<file path="src/rtl/bank_group_cmd_fsm.sv">
// Bank-group command front end: per-bank ACT/RD/WR/PRE tracking with tRCD/tRP, burst column generation.
// Optional AUTO_PRECHARGE_EN: RD/WR with cmd_addr[10]=1 precharges the bank after its final beat.

module bank_group_cmd_fsm_bank #(
    parameter int ADDRWIDTH = 17,
    parameter int COLWIDTH  = 10,
    parameter int BL        = 8,
    parameter int TRCD      = 3,
    parameter int TRP       = 3
) (
    input  logic                 clk,
    input  logic                 rst,
    input  logic                 hit,
    input  logic [2:0]           cmd,
    input  logic [ADDRWIDTH-1:0] addr,
    output logic                 rej,
    output logic                 rd_o_wr,
    output logic [ADDRWIDTH-1:0] row,
    output logic [COLWIDTH-1:0]  column,
    output logic                 beat_valid,
    output logic                 bank_open
);
    localparam int BLW  = $clog2(BL);
    localparam int TMAX = (TRCD > TRP) ? TRCD : TRP;
    localparam int TW   = (TMAX > 1) ? $clog2(TMAX) : 1;
    localparam logic [COLWIDTH-1:0] WRAP = COLWIDTH'(BL - 1);
    localparam logic [BLW-1:0]      LAST = BLW'(BL - 1);
    localparam logic [2:0] C_ACT = 3'd1, C_RD = 3'd2, C_WR = 3'd3, C_PRE = 3'd4;

    typedef enum logic [2:0] {IDLE, ACTIVATING, ACTIVE, READ, WRITE, PRECHARGING} state_t;

    state_t         state;
    logic [TW-1:0]  timer;
    logic [BLW-1:0] cnt;
    logic           ap;
    logic           ap_req;
    logic           acc;

`ifdef AUTO_PRECHARGE_EN
    assign ap_req = addr[10];
`else
    assign ap_req = 1'b0;
`endif

    always_comb begin
        rej = 1'b0;
        if (hit) begin
            case (cmd)
                C_ACT:      rej = (state != IDLE);
                C_RD, C_WR: rej = (state != ACTIVE);
                C_PRE:      rej = (state != IDLE) && (state != ACTIVE);
                default:    rej = 1'b0;
            endcase
        end
    end

    assign acc       = hit && !rej;
    assign bank_open = (state == ACTIVE) || (state == READ) || (state == WRITE);

    // Timers are loaded with t-1 so the bank is usable exactly t cycles after the command.
    always_ff @(posedge clk) begin
        if (rst) begin
            state      <= IDLE;
            timer      <= '0;
            cnt        <= '0;
            ap         <= 1'b0;
            row        <= '0;
            column     <= '0;
            rd_o_wr    <= 1'b0;
            beat_valid <= 1'b0;
        end else begin
            case (state)
                IDLE: begin
                    if (acc && cmd == C_ACT) begin
                        row   <= addr;
                        timer <= TW'(TRCD - 1);
                        state <= (TRCD == 1) ? ACTIVE : ACTIVATING;
                    end
                end
                ACTIVATING: begin
                    if (timer <= TW'(1)) begin
                        timer <= '0;
                        state <= ACTIVE;
                    end else begin
                        timer <= timer - 1'b1;
                    end
                end
                ACTIVE: begin
                    if (acc && (cmd == C_RD || cmd == C_WR)) begin
                        column     <= addr[COLWIDTH-1:0];
                        rd_o_wr    <= (cmd == C_WR);
                        state      <= (cmd == C_WR) ? WRITE : READ;
                        beat_valid <= 1'b1;
                        cnt        <= '0;
                        ap         <= ap_req;
                    end else if (acc && cmd == C_PRE) begin
                        timer <= TW'(TRP - 1);
                        state <= (TRP == 1) ? IDLE : PRECHARGING;
                    end
                end
                READ, WRITE: begin
                    if (cnt == LAST) begin
                        beat_valid <= 1'b0;
                        if (ap) begin
                            timer <= TW'(TRP - 1);
                            state <= (TRP == 1) ? IDLE : PRECHARGING;
                        end else begin
                            state <= ACTIVE;
                        end
                    end else begin
                        cnt    <= cnt + 1'b1;
                        // wrap inside the BL-aligned block
                        column <= (column & ~WRAP) | ((column + 1'b1) & WRAP);
                    end
                end
                PRECHARGING: begin
                    if (timer <= TW'(1)) begin
                        timer <= '0;
                        state <= IDLE;
                    end else begin
                        timer <= timer - 1'b1;
                    end
                end
                default: state <= IDLE;
            endcase
        end
    end
endmodule

module bank_group_cmd_fsm #(
    parameter int BAWIDTH   = 2,
    parameter int ADDRWIDTH = 17,
    parameter int COLWIDTH  = 10,
    parameter int BL        = 8,
    parameter int TRCD      = 3,
    parameter int TRP       = 3,
    localparam int BANKSPERGROUP = 2 ** BAWIDTH
) (
    input  logic                                         clk,
    input  logic                                         rst,
    input  logic                                         cmd_valid,
    input  logic [2:0]                                   cmd,
    input  logic [BAWIDTH-1:0]                           cmd_ba,
    input  logic [ADDRWIDTH-1:0]                         cmd_addr,
    output logic                                         cmd_err,
    output logic [BANKSPERGROUP-1:0]                     rd_o_wr,
    output logic [BANKSPERGROUP-1:0][ADDRWIDTH-1:0]      row,
    output logic [BANKSPERGROUP-1:0][COLWIDTH-1:0]       column,
    output logic [BANKSPERGROUP-1:0]                     beat_valid,
    output logic [BANKSPERGROUP-1:0]                     bank_open
);
    logic [BANKSPERGROUP-1:0] rej;
    logic                     legal;

    assign legal = cmd_valid && (cmd >= 3'd1) && (cmd <= 3'd4);

    for (genvar b = 0; b < BANKSPERGROUP; b++) begin : g_bank
        bank_group_cmd_fsm_bank #(
            .ADDRWIDTH(ADDRWIDTH),
            .COLWIDTH (COLWIDTH),
            .BL       (BL),
            .TRCD     (TRCD),
            .TRP      (TRP)
        ) u_bank (
            .clk       (clk),
            .rst       (rst),
            .hit       (legal && (cmd_ba == BAWIDTH'(b))),
            .cmd       (cmd),
            .addr      (cmd_addr),
            .rej       (rej[b]),
            .rd_o_wr   (rd_o_wr[b]),
            .row       (row[b]),
            .column    (column[b]),
            .beat_valid(beat_valid[b]),
            .bank_open (bank_open[b])
        );
    end

    always_ff @(posedge clk) begin
        if (rst) cmd_err <= 1'b0;
        else     cmd_err <= (cmd_valid && cmd > 3'd4) || (|rej);
    end
endmodule

</file>
<file path="config.mk">
export PLATFORM = sky130hd
export DESIGN_NAME = bank_group_cmd_fsm
export DESIGN_NICKNAME = d
export VERILOG_FILES = /design/src/rtl/bank_group_cmd_fsm.sv
export SDC_FILE = /design/constraint.sdc
export NUM_CORES = 1
export LEC_CHECK = 0
export CAP_MARGIN = 20
export CORE_MARGIN = 4
export CORE_UTILIZATION = 51
export CTS_CLUSTER_DIAMETER = 30
export DETAILED_ROUTE_END_ITERATION = 6
export GPL_TIMING_DRIVEN = 0
export PLACE_DENSITY = 0.85
export SYNTH_ARGS = -nofsm -noshare
export SYNTH_HDL_FRONTEND = slang
export SYNTH_SLANG_ARGS = --single-unit
</file>
<file path="constraint.sdc">
create_clock -name clk -period 2.6 [get_ports clk]
set_input_delay 0.52 -clock clk [delete_from_list [all_inputs] [get_ports clk]]
set_output_delay 0.52 -clock clk [all_outputs]
set_load 0.005 [all_outputs]
</file>
==> results.md, run 1 <==
- Worst relative slew slack: 48.7%
- Run status: finished clean
- Leading post-synthesis cells by cell area: sky130_fd_sc_hd__dfxtp_1 (45%), sky130_fd_sc_hd__nand2_1 (9.0%), sky130_fd_sc_hd__a21oi_1 (8.3%), sky130_fd_sc_hd__mux2i_1 (5.6%), sky130_fd_sc_hd__nor2_1 (5.0%)
- FFs w/ async S/R, synth: 0%
- Total via count after detailed routing: 6785
- Post-layout instance count excluding filler cells: 1167
- Area fraction of the dominant cell type after synthesis: between 40% and 50%
- Leak pwr: around 0.0033 uW
- Cell type contributing the most total cell area after synthesis: sky130_fd_sc_hd__dfxtp_1
- Arrival time of the worst setup path: roughly 2 ns
- Core outline area: roughly 13000 um2
- Setup Total Neg Slack: 0 ns
- Portion of the post-synthesis area used by sequential elements: 44.8%
- Grt ovf: 0
- Area growth, synth to finish: 37.3%
- Worst-path maximum fanout: 10
- Count of pins over their slew limit: 0
- Critical path launch point type: register
- Clock edge transition at the registers on the reported setup and hold paths: ~0.060 ns
- # placed instances: around 1100
- Largest net degree at the start of global routing: 17
- Placer congestion estimate: slightly above 0.9
- Num CTS Buffers: 17
- Vias in the first global route: around 6400
- Boundary pin count: about 150
- Data required time at the worst endpoint: 2.08 ns
- Instance count of the mapped netlist: about 810
- Clock tree root driver cell: sky130_fd_sc_hd__clkbuf_16
- Die outline width: between 100 and 150 um
- Post-layout worst setup margin: approximately 0.053 ns
- Highest ir drop seen on vdd: between 600 and 700 uV
- Area enclosed by the die boundary: approximately 15000 um2
- Clock sink total: 149
- Starting density of the core: 52.3%
- Count of warnings emitted by yosys: 0
- Leading cell type in the layout, fill and taps excluded: sky130_fd_sc_hd__nand2_1
- Tmin final: between 2 and 3 ns
- Critical Setup Path Class: reg -> out
- Fraction of final layout cells with drive strength greater than 1: a little under an eighth
- Type of destination of the critical path: output pin
- Number of synthesized register bits: approximately 150
- Overall fraction of global-route tracks in use: between 20% and 30%
- Number of flops mapped to enable cells by yosys: 0
- First-pass GRT wire length: about 33000 um
- Post-DRT Antenna Nets: 0
- Final hold violations: 0
- DRC viols: 0
- Path type of the worst min-delay path: reg -> reg
- Total wirelength of the detailed-routed design: between 20000 and 25000 um
- Die span in y: roughly 120 um
- Clock tree from TritonCTS: done
- Top library cells by usage in the layout, fill and taps aside: sky130_fd_sc_hd__nand2_1 (158), sky130_fd_sc_hd__dfxtp_1 (148), sky130_fd_sc_hd__clkdlybuf4s50_1 (134), sky130_fd_sc_hd__a21oi_1 (110), sky130_fd_sc_hd__nor2_1 (85)
- Final core utilization: between 70% and 80%
- HPWL Detailed: 14200 um
- Count of max-cap constraint violations: 0
- Net count reported at finish: 1019
- Most used flip-flop cell after synthesis: sky130_fd_sc_hd__dfxtp_1
- Setup violation total in the final timing report: 0
- Mean instance size in the synthesized netlist: between 8 and 9 um2
- Post-synthesis net count: approximately 850
- Mean routed wirelength per cell: roughly 18 um
- Total power divided by cell area: approximately 720 nW/um2
- Transition time at the pin with the least slew margin: 0.766 ns
- Fmax achieved: 393 MHz
- Inserted Diodes: 0
- Post-synth design cell area: between 6000 and 7000 um2
- Post-synthesis cell type count: 58
- Drt pass-1 iters: 6
- Via/cell ratio: roughly 5.8
- Maximum buffer depth of the clock tree: 2
- Worst clock skew: just over 0.009 ns
- Final period util: approximately 98%
- Number of antenna violations at the first check in global routing: 0
- Number of core rows: 41
- CTS H-tree depth: 4
- Drt initial violations: 786
- Source-to-sink clock delay at the later pin of the worst-skew pair: about 0.43 ns
- Minimum setup slack after placement: -0.786 ns
- IO buf count: 136
## worst max-delay path: stages (launching register included)
cell and delay (ns):
sky130_fd_sc_hd__dfxtp_1 0.35, sky130_fd_sc_hd__buf_2 0.25, sky130_fd_sc_hd__nand2b_1 0.20, sky130_fd_sc_hd__o21ai_1 0.17, sky130_fd_sc_hd__buf_4 0.14, sky130_fd_sc_hd__clkdlybuf4s50_1 0.49
## area by class of cell
cell class | count | area (um2)
fill | 980 | 3580
multi-input combinational | 580 | 3390
sequential | 149 | 2980
timing repair buffer | 155 | 1510
clock buffer | 20 | 457
buffer | 65 | 332
tap | 172 | 215
clock inverter | 12 | 199
inverter | 14 | 52.6
## synth_stat cells (5+ instances only)
| cell | number |
|---|---|
| sky130_fd_sc_hd__nand2_1 | 160 |
| sky130_fd_sc_hd__dfxtp_1 | 149 |
| sky130_fd_sc_hd__a21oi_1 | 110 |
| sky130_fd_sc_hd__nor2_1 | 89 |
| sky130_fd_sc_hd__clkbuf_1 | 40 |
| sky130_fd_sc_hd__mux2i_1 | 37 |
| sky130_fd_sc_hd__nand2b_1 | 18 |
| sky130_fd_sc_hd__o21ai_0 | 17 |
| sky130_fd_sc_hd__buf_4 | 14 |
| sky130_fd_sc_hd__inv_1 | 14 |
| sky130_fd_sc_hd__ha_1 | 12 |
| sky130_fd_sc_hd__nor3_1 | 12 |
| sky130_fd_sc_hd__a22oi_1 | 9 |
| sky130_fd_sc_hd__o22ai_1 | 9 |
| sky130_fd_sc_hd__buf_2 | 8 |
| sky130_fd_sc_hd__a311oi_1 | 6 |
| sky130_fd_sc_hd__a31oi_1 | 6 |
| sky130_fd_sc_hd__nand3_1 | 6 |
| sky130_fd_sc_hd__nand3b_1 | 6 |
| sky130_fd_sc_hd__a2bb2oi_1 | 5 |
| sky130_fd_sc_hd__nor2b_1 | 5 |
| sky130_fd_sc_hd__o211ai_1 | 5 |
## flip-flops by register name, summed over array words and instances, names as in the netlist
signal,flops
g_bank.u_bank.cnt,12
g_bank.u_bank.column,40
cmd_err,1
g_bank.u_bank.rd_o_wr,4
g_bank.u_bank.row,68
g_bank.u_bank.state,12
g_bank.u_bank.beat_valid,4
g_bank.u_bank.timer,8
## cells by family (layout without fill, tap and decap cells)
family                     Yosys count  after routing  share of synthesized area (%)
xor gates and xnor gates             1              1                          0.132
DFF                                149            149                           44.8
buffers and inverters               82            266                           5.70
AOI/OAI and AO/OA                  197            197                           18.0
muxes                               41             41                           6.24
and+or+nand+nor                    329            329                           22.9
adders and majority gates           12             12                           2.26
## metrics by stage
stage                     total power, uW  hold WS (ns)  area [um2]
after detailed placement             3780         0.445        8230
final                                6610         0.453        9140
after CTS                            6520         0.453        9030
after global placement               3760         0.437        8230
after global routing                 6840         0.472        9140
after floorplan                      3400         0.446        6660
## final timing paths
check / cells after the start / endpoint / slack (ns) / startpoint
setup reg to reg: 6 / g_bank[1].u_bank.column[0]$_SDFFE_PP0P_ / 0.23 / g_bank[1].u_bank.state[2]$_SDFFE_PP0P_
setup / recovery: 5 / bank_open[0] / 0.05 / g_bank[0].u_bank.state[1]$_SDFFE_PP0P_
hold reg to reg: 2 / g_bank[1].u_bank.row[11]$_SDFFE_PP0P_ / 0.45 / g_bank[1].u_bank.row[11]$_SDFFE_PP0P_
hold / removal: 2 / g_bank[1].u_bank.row[11]$_SDFFE_PP0P_ / 0.45 / g_bank[1].u_bank.row[11]$_SDFFE_PP0P_
## per-layer routing
layer	vias up	wire length, um	share of wire, %	global-route usage (%)
li1	3152	-	-	-
met1	3177	8440	40	35.2
met2	387	9980	47	45.8
met3	69	1960	9.3	6.45
met4	0	744	3.5	12.1
met5	-	0	0	0
## what timing repair did
| item | CTS | global route |
|---|---|---|
| hold buffers | 0 | 0 |
| gates resized for setup | 17 | 19 |
| pin swaps | 5 | 6 |
| setup buffers | 10 | 9 |
| endpoints found under the setup margin | 118 | 83 |
## report_power, final
part | internal [uW] | total [uW] | switching, uW | leakage (uW)
sequential | 2390 | 2520 | 134 | 0.00120
clock | 1750 | 2730 | 980 | 0.000320
combinational | 578 | 1350 | 771 | 0.00174
total | 4720 | 6610 | 1880 | 0.00327
(Power assumes the default switching activity.)
==> run 2: changes to the inputs <==
--- a/config.mk
+++ b/config.mk
@@ -8,6 +8,7 @@
 export CAP_MARGIN = 20
 export CORE_MARGIN = 4
 export CORE_UTILIZATION = 51
+export CTS_BUF_LIST = sky130_fd_sc_hd__clkbuf_4 sky130_fd_sc_hd__clkbuf_8 sky130_fd_sc_hd__clkbuf_16
 export CTS_CLUSTER_DIAMETER = 30
 export DETAILED_ROUTE_END_ITERATION = 6
 export GPL_TIMING_DRIVEN = 0
==> results.md, run 2 (same netlist as run 1, synthesis figures left out) <==
- Drt pass-1 iters: 5
- Clock sink total: approximately 150
- Number of antenna violations at the first check in global routing: 0
- Clock edge transition at the registers on the reported setup and hold paths: ~0.060 ns
- Worst relative slew slack: a little under half
- Number of flip-flops under the largest register name: 68
- Core outline area: between 10000 and 15000 um2
- Leading cell type in the layout, fill and taps excluded: sky130_fd_sc_hd__nand2_1
- Placer congestion estimate: 0.915
- Final hold violations: 0
- Area growth, synth to finish: 37.2%
- CTS H-tree depth: 4
- Starting density of the core: a little over half
- Via/cell ratio: slightly below 6
- Post-layout worst setup margin: 0.0637 ns
- Total via count after detailed routing: between 6000 and 7000
- Run status: finished clean
- Highest ir drop seen on vdd: 602 uV
- First-pass GRT wire length: roughly 33000 um
- Fraction of final layout cells with drive strength greater than 1: 11.8%
- Count of pins over their slew limit: 0
- Post-route cell area: about 9100 um2
- Die span in y: 122 um
- DRC viols: 0
- Final period util: between 90 and 100%
- Post-cts hold buffer count: 0
- Final core utilization: a little under three quarters
- Leak pwr: between 0.003 and 0.004 uW
- Worst clock skew: ~0.006 ns
- IO buf count: roughly 140
- Critical Setup Path Class: reg -> out
- Register ranked first by flip-flop count: g_bank.u_bank.row
- Transition time at the pin with the least slew margin: between 0.7 and 0.8 ns
- Largest net degree at the start of global routing: 17
- Path type of the worst min-delay path: reg -> reg
- Inserted Diodes: 0
- HPWL Detailed: around 14000 um
- Mean routed wirelength per cell: 18.1 um
- Total wirelength of the detailed-routed design: 21100 um
- Critical path launch point type: register
- Startpoint of the most critical register-to-register path: g_bank[1].u_bank.state[2]$_SDFFE_PP0P_
- Clock tree from TritonCTS: done
- DP Area: just over 8000 um2
- Tmin final: 2.54 ns
- Top library cells by usage in the layout, fill and taps aside: sky130_fd_sc_hd__nand2_1 (158), sky130_fd_sc_hd__dfxtp_1 (148), sky130_fd_sc_hd__clkdlybuf4s50_1 (134), sky130_fd_sc_hd__a21oi_1 (110), sky130_fd_sc_hd__nor2_1 (85)
- Post-DRT Antenna Nets: 0
- Data required time at the worst endpoint: about 2.1 ns
- Fmax achieved: between 300 and 400 MHz
- Die outline width: between 100 and 150 um
- Largest registers: g_bank.u_bank.row (68), g_bank.u_bank.column (40)
- Hold Startpoint: g_bank[1].u_bank.row[2]$_SDFFE_PP0P_
- Total power divided by cell area: about 720 nW/um2
- Drt initial violations: roughly 770
- Area enclosed by the die boundary: around 15000 um2
- Arrival time of the worst setup path: 2.02 ns
- Crit. Startpoint: g_bank[0].u_bank.state[1]$_SDFFE_PP0P_
- Vias in the first global route: 6430
- Minimum setup slack after placement: -0.786 ns
- Count of max-cap constraint violations: 0
- Clock tree root driver cell: sky130_fd_sc_hd__clkbuf_16
- Maximum buffer depth of the clock tree: 2
- Overall fraction of global-route tracks in use: 27.8%
- Setup violation total in the final timing report: 0
- RSZ-0062 raised after global routing: no
- Grt ovf: 0
- Boundary pin count: around 150
- Worst-path maximum fanout: 10
- Num CTS Buffers: 17
- Net count reported at finish: 1018
- Setup slack of the most critical reg-to-reg path: roughly 0.25 ns
- Type of destination of the critical path: output pin
- Source-to-sink clock delay at the later pin of the worst-skew pair: 0.43 ns
- Number of core rows: 41
[run 2: cell count changes in the layout (fill, tap and decap cells not counted)]
| cell | previous run | this run |
|---|---|---|
| sky130_fd_sc_hd__clkbuf_4 | 0 | 1 |
| sky130_fd_sc_hd__clkbuf_1 | 33 | 32 |
| sky130_fd_sc_hd__buf_4 | 34 | 33 |
[run 2: timing repair]
item                       4_1_cts  5_1_grt
setup endpoints to repair      118       83
pin swaps                        5        5
setup buffers                   10        8
resized for setup               17       19
[run 2: cell type report]
class                   instances  area (um2)
plain buffers                  65         332
clock buffers                  20         460
clock inverters                12         199
fillers                       982        3590
inverters                      14        52.6
multi-input cells             580        3390
flip-flops and latches        149        2980
well taps                     172         215
repair buffers                154        1500
[run 2: path summary, 6_finish.rpt]
| check | to | cells after the start |
|---|---|---|
| hold reg to reg | g_bank[1].u_bank.row[2]$_SDFFE_PP0P_ | 2 |
| hold / removal | g_bank[1].u_bank.row[2]$_SDFFE_PP0P_ | 2 |
| setup / recovery | bank_open[0] | 5 |
| setup reg to reg | g_bank[1].u_bank.column[0]$_SDFFE_PP0P_ | 6 |
[run 2: power breakdown]
group	leakage, uW	switching [uW]	total (uW)	internal (uW)
clock network	0.000324	985	2750	1760
registers	0.00120	136	2530	2390
logic	0.00174	766	1340	578
total	0.00327	1890	6620	4730
[run 2: layer usage]
metal | GRT usage, % | vias up | part of all wire, %
met2 | 45.7 | 357 | 47
li1 | - | 3150 | -
met3 | 6.45 | 73 | 8.7
met5 | 0 | - | 0
met4 | 12.1 | 0 | 3.6
met1 | 35.1 | 3168 | 40
[run 2: metrics by stage]
stage | hold WS, ns | std cells | setup TNS, ns | power [uW]
2_1_floorplan | 0.446 | 811 | 0 | 3400
6_report | 0.451 | 1166 | 0 | 6620
3_3_place_gp | 0.437 | 1119 | -76.69 | 3760
3_5_place_dp | 0.445 | 1119 | -81.46 | 3780
5_1_grt | 0.472 | 1166 | 0 | 6850
4_1_cts | 0.453 | 1161 | 0 | 6530
[run 2: critical path: stages (launching register included)]
cell                              delay, ns
sky130_fd_sc_hd__dfxtp_1               0.34
sky130_fd_sc_hd__buf_2                 0.25
sky130_fd_sc_hd__nand2b_1              0.20
sky130_fd_sc_hd__o21ai_1               0.17
sky130_fd_sc_hd__buf_4                 0.14
sky130_fd_sc_hd__clkdlybuf4s50_1       0.49
